`src/rtl/writeback_sequencer.sv`:
```
// Register-file write-back sequencer: accepts one tagged request, waits on memory
// latency or a busy unit, then issues a single-cycle write with registered outputs.
module writeback_sequencer #(
  parameter int unsigned MEM_LATENCY = 2,
  parameter int unsigned TIMEOUT     = 64,
  parameter int unsigned SP_REG      = 29
) (
  input  logic       clk,
  input  logic       reset,
  input  logic       wb_start,
  input  logic [2:0] wb_source,
  input  logic [4:0] wb_dest,
  input  logic       shift_busy,
  input  logic       multdiv_busy,
  output logic [2:0] MemToReg,
  output logic [4:0] WriteReg,
  output logic       RegWrite,
  output logic       MDRLoad,
  output logic       wb_ready,
  output logic       wb_done,
  output logic       wb_error
);

  localparam int unsigned SRC_W = 3;
  localparam int unsigned REG_W = 5;
  localparam int unsigned MEM_W = 4;
  localparam int unsigned TO_W  = 8;

  typedef enum logic [1:0] {
    IDLE      = 2'd0,
    MEM_WAIT  = 2'd1,
    UNIT_WAIT = 2'd2,
    WRITE     = 2'd3
  } state_e;

  state_e             state_q, state_d;
  logic [SRC_W-1:0]   src_q, src_d;
  logic [REG_W-1:0]   dest_q, dest_d;
  logic [MEM_W-1:0]   mem_cnt_q, mem_cnt_d;
  logic [TO_W-1:0]    to_cnt_q, to_cnt_d;

  logic [SRC_W-1:0]   mem_to_reg_q, mem_to_reg_d;
  logic [REG_W-1:0]   write_reg_q, write_reg_d;
  logic               reg_write_q, reg_write_d;
  logic               mdr_load_q, mdr_load_d;
  logic               ready_q, ready_d;
  logic               done_q, done_d;
  logic               error_q, error_d;

  logic               sel_busy;
  logic [REG_W-1:0]   eff_dest_d;
  logic               in_write_d;

  // Source 4 waits on the shifter; sources 2/3 wait on mult/div.
  assign sel_busy = (src_q == SRC_W'(4)) ? shift_busy : multdiv_busy;

  always_ff @(posedge clk or negedge reset) begin
    if (!reset) begin
      state_q      <= IDLE;
      src_q        <= '0;
      dest_q       <= '0;
      mem_cnt_q    <= '0;
      to_cnt_q     <= '0;
      mem_to_reg_q <= '0;
      write_reg_q  <= '0;
      reg_write_q  <= 1'b0;
      mdr_load_q   <= 1'b0;
      ready_q      <= 1'b1;
      done_q       <= 1'b0;
      error_q      <= 1'b0;
    end else begin
      state_q      <= state_d;
      src_q        <= src_d;
      dest_q       <= dest_d;
      mem_cnt_q    <= mem_cnt_d;
      to_cnt_q     <= to_cnt_d;
      mem_to_reg_q <= mem_to_reg_d;
      write_reg_q  <= write_reg_d;
      reg_write_q  <= reg_write_d;
      mdr_load_q   <= mdr_load_d;
      ready_q      <= ready_d;
      done_q       <= done_d;
      error_q      <= error_d;
    end
  end

  // Next-state logic; outputs are decoded from the next state so they register cleanly.
  always_comb begin
    state_d   = state_q;
    src_d     = src_q;
    dest_d    = dest_q;
    mem_cnt_d = mem_cnt_q;
    to_cnt_d  = to_cnt_q;
    error_d   = 1'b0;

    case (state_q)
      IDLE, WRITE: begin
        if (state_q == WRITE) state_d = IDLE;
        if (wb_start) begin
          src_d  = wb_source;
          dest_d = wb_dest;
          case (wb_source)
            3'd1, 3'd5: begin
              state_d   = MEM_WAIT;
              mem_cnt_d = MEM_W'(MEM_LATENCY);
            end
            3'd2, 3'd3, 3'd4: begin
              state_d  = UNIT_WAIT;
              to_cnt_d = '0;
            end
            default: state_d = WRITE;
          endcase
        end
      end
      MEM_WAIT: begin
        mem_cnt_d = mem_cnt_q - MEM_W'(1);
        if (mem_cnt_q <= MEM_W'(1)) state_d = WRITE;
      end
      UNIT_WAIT: begin
        if (!sel_busy) begin
          state_d = WRITE;
        end else begin
          to_cnt_d = to_cnt_q + TO_W'(1);
          if (to_cnt_d == TO_W'(TIMEOUT)) begin
            state_d = IDLE;
            error_d = 1'b1;
          end
        end
      end
      default: state_d = IDLE;
    endcase

    in_write_d   = (state_d == WRITE);
    eff_dest_d   = (src_d == SRC_W'(7)) ? REG_W'(SP_REG) : dest_d;
    mem_to_reg_d = (state_d == IDLE) ? '0 : src_d;
    write_reg_d  = in_write_d ? eff_dest_d : '0;
    reg_write_d  = in_write_d && (eff_dest_d != '0);
    done_d       = in_write_d;
    mdr_load_d   = (state_d == MEM_WAIT) && (mem_cnt_d == MEM_W'(1));
    ready_d      = (state_d == IDLE) || (state_d == WRITE);
  end

  assign MemToReg = mem_to_reg_q;
  assign WriteReg = write_reg_q;
  assign RegWrite = reg_write_q;
  assign MDRLoad  = mdr_load_q;
  assign wb_ready = ready_q;
  assign wb_done  = done_q;
  assign wb_error = error_q;

endmodule

```
`config.mk`:
```
export PLATFORM = sky130hd
export DESIGN_NAME = writeback_sequencer
export DESIGN_NICKNAME = d
export VERILOG_FILES = /design/src/rtl/writeback_sequencer.sv
export SDC_FILE = /design/constraint.sdc
export NUM_CORES = 1
export LEC_CHECK = 0
export BUFFER_PORTS_ARGS = -buffer_cell sky130_fd_sc_hd__buf_2
export CELL_PAD_IN_SITES_DETAIL_PLACEMENT = 1
export CELL_PAD_IN_SITES_GLOBAL_PLACEMENT = 1
export CORE_MARGIN = 2
export CORE_UTILIZATION = 39
export CTS_CLUSTER_DIAMETER = 50
export DETAILED_ROUTE_END_ITERATION = 10
export PLACE_DENSITY_LB_ADDON = 0.1
export SYNTH_ARGS = -nofsm -noshare
export SYNTH_HDL_FRONTEND = slang
export SYNTH_SLANG_ARGS = --single-unit
```
`constraint.sdc`:
```
create_clock -name clk -period 2.1 [get_ports clk]
set_input_delay 0.105 -clock clk [delete_from_list [all_inputs] [get_ports clk]]
set_output_delay 0.105 -clock clk [all_outputs]
set_load 0.005 [all_outputs]
```
==> impl_metrics.json <==
{
  "status": "finished clean",
  "yosysWarnings": 0,
  "grt_overflow": 0,
  "rsz0062_at_grt": "yes",
  "maxSlewHeadroom_pct": 48.9,
  "grt_pass1_wl_um": 7600,
  "drtPass1Iterations": 4,
  "track_usage_pct": 19.3,
  "num_antenna_cells": 0,
  "fmax_ghz": 0.501,
  "final_area_um2": 2260,
  "synth_flop_cell": "dfrtp_1",
  "drv_slew": 0,
  "cts_max_level": 2,
  "ys_ff_latch": 35,
  "wl_um": 4440,
  "r2r-end": "RegWrite$_DFF_PN0_",
  "final_common_cell": "dfrtp_1",
  "reg2reg_from": "state_q[0]$_DFF_PN0_",
  "clock_path_buffers": 2,
  "min_period_over_period_pct": 95.0,
  "synthesis.nets": 194,
  "maxCapViolCount": 0,
  "antenna_found_initial": 0,
  "clock-sinks": 35,
  "core_um2": 4380,
  "io_buffers": 25,
  "die_area_um2": 5120,
  "report.power.total_w": 0.00315,
  "syn_inst": 173,
  "start_util_pct": 40.6,
  "die_y_um": 71.5,
  "vias_per_cell": 5.33,
  "synth-edff-count": 0,
  "die_w_um": 71.5,
  "pre_cts_ws_ns": -0.168,
  "startpoint": "state_q[0]$_DFF_PN0_",
  "synth_area_um2": 1780,
  "hold_class": "input pin to flip-flop",
  "ir_worst_vdd_mv": 0.535,
  "cts_tree": "yes",
  "final_antenna_net_count": 0,
  "crit_arrival_ns": 2.18,
  "p_leak_nw": 1.09,
  "crit_required_ns": 2.29,
  "hold_viol_final": 0,
  "fin_skew_ns": 0.00715,
  "cts_buffers": 5,
  "worst_slack_ns": 0.105,
  "area_growth_pct": 27.1,
  "drive_gt1_share_pct": 36.2,
  "layout_common_cells": "31 x dfrtp_1, 25 x buf_2, 18 x buf_4",
  "vias": 1455,
  "first_global_vias": 1596,
  "clkTransAtPathRegs_ns": 0.08,
  "post-route-min-period_ns": 2.00,
  "whs_ns": 0.0461,
  "async_reset_ff_share_pct": 100,
  "ios": 26,
  "root_buffer": "clkbuf_8",
  "powerDensity_nw_per_um2": 1390,
  "r2r_cells": 8,
  "placed_cell_area_um2": 2050,
  "nNetsFinal": 241,
  "drt-initial-drc-count": 34,
  "reg2reg_slack_ns": 0.10,
  "endpoint": "RegWrite$_DFF_PN0_",
  "setup-violations-final": 0,
  "tightest_slew_ns": 0.767,
  "wire_per_inst_um": 16.3,
  "drc": 0,
  "gp_congestion": 0.848,
  "syn_area_per_cell_um2": 10.3,
  "cp_max_fo": 8,
  "rows": 24,
  "synth-seq-area-share_pct": 49.3,
  "startpoint_type": "flip-flop",
  "ys_types": 49,
  "hpwl_um": 3370,
  "worst_setup_path_end_kind": "flip-flop",
  "insertion_delay_ns": 0.30,
  "grt_max_degree": 36,
  "crit_type": "flip-flop to flip-flop"
}
[layout make-up]
| type | instances | area (um2) |
|---|---|---|
| tap | 52 | 65.1 |
| sequential | 35 | 881 |
| fill | 512 | 2120 |
| multi-input combinational | 121 | 908 |
| timing repair buffer | 44 | 270 |
| clock inverter | 3 | 20.0 |
| inverter | 13 | 48.8 |
| clock buffer | 5 | 68.8 |
[stage by stage]
| step | instances | setup TNS, ns | utilization [%] |
|---|---|---|---|
| floorplan | 173 | 0 | - |
| global placement | 261 | 0 | 46.8 |
| detailed placement | 261 | -1.21 | 46.8 |
| CTS | 273 | 0 | 50.1 |
| global route | 273 | -0.0294 | 51.6 |
| finish | 273 | 0 | 51.6 |
[worst min path at each step]
| stage | from | to | slack (ns) | cells after the start |
|---|---|---|---|---|
| after detailed placement | reset | mem_cnt_q[0]$_DFF_PN0_ | 0.24 | 1 |
| final | wb_dest[3] | dest_q[3]$_DFF_PN0_ | 0.05 | 2 |
| after global placement | reset | to_cnt_q[5]$_DFFE_PN0P_ | 0.22 | 1 |
| after global routing | wb_dest[3] | dest_q[3]$_DFF_PN0_ | 0.04 | 2 |
| after CTS | wb_dest[3] | dest_q[3]$_DFF_PN0_ | 0.04 | 2 |
| after floorplan | reset | MDRLoad$_DFF_PN0_ | -0.19 | 0 |
[critical path, stage by stage, from the launching register on]
cell and delay, ns:
dfrtp_1 0.36, inv_1 0.06, ha_1 0.34, nand2_4 0.17
mux2i_4 0.26, inv_2 0.06, o21ai_2 0.13, nand2b_2 0.10
o41a_1 0.41
[kinds of logic after synthesis]
group / Yosys count / share of synthesized area [%]
AND/OR/NAND/NOR: 57 / 17.4
AO/OA/AOI/OAI: 44 / 16.1
flip-flops: 35 / 49.3
buffers and inverters: 17 / 4.50
multiplexers: 9 / 5.63
adder cells (fa/ha/maj): 8 / 5.63
XOR/XNOR: 3 / 1.48
[metal layers]
layer	vias up	GRT usage, %	wire length [um]
li1	702	-	-
met1	722	23.9	2010
met2	27	32.3	2230
met3	4	5.49	159
met4	0	6.50	40
met5	-	0	0
[sequential cells by signal, summed over array words and instances, names as in the netlist]
| register | flops |
|---|---|
| WriteReg | 5 |
| wb_done | 1 |
| to_cnt_q | 8 |
| MemToReg | 3 |
| state_q | 2 |
| MDRLoad | 1 |
| wb_ready | 1 |
| dest_q | 5 |
| RegWrite | 1 |
| mem_cnt_q | 4 |
| wb_error | 1 |
| src_q | 3 |
[cell usage after synthesis, drive strengths merged, types with 2 or more instances]
library cell / instances / area share, %
a21boi: 4 / 1.7
a21oi: 11 / 3.3
a31o: 2 / 0.98
a31oi: 3 / 1.1
and2: 2 / 0.70
and3: 5 / 1.8
buf: 3 / 1.5
dfrtp: 34 / 48
ha: 8 / 5.6
inv: 13 / 2.7
mux2: 5 / 3.4
mux2i: 4 / 2.3
nand2: 12 / 2.7
nand2b: 4 / 1.5
nand3: 4 / 1.4
nand4: 2 / 0.70
nor2: 15 / 3.2
nor2b: 3 / 1.1
nor3: 3 / 0.84
nor3b: 2 / 1.1
o211ai: 2 / 0.84
o21ai: 14 / 4.1
xnor2: 2 / 0.98
[what timing repair did]
action                     in CTS  in global routing
pin swaps                       1                  0
hold endpoints to repair       34                  0
resized for setup               7                 17
buffers inserted                3                  0
setup endpoints to repair      16                 18
hold buffers                    1                  0
[report_power, final]
| group | total, W | switching [W] | internal, W |
|---|---|---|---|
| clock network | 0.000490 | 0.000260 | 0.000231 |
| logic | 0.00162 | 0.000873 | 0.000744 |
| registers | 0.00104 | 0.000123 | 0.000919 |
Note: power is estimated with default switching activity, not from simulation.
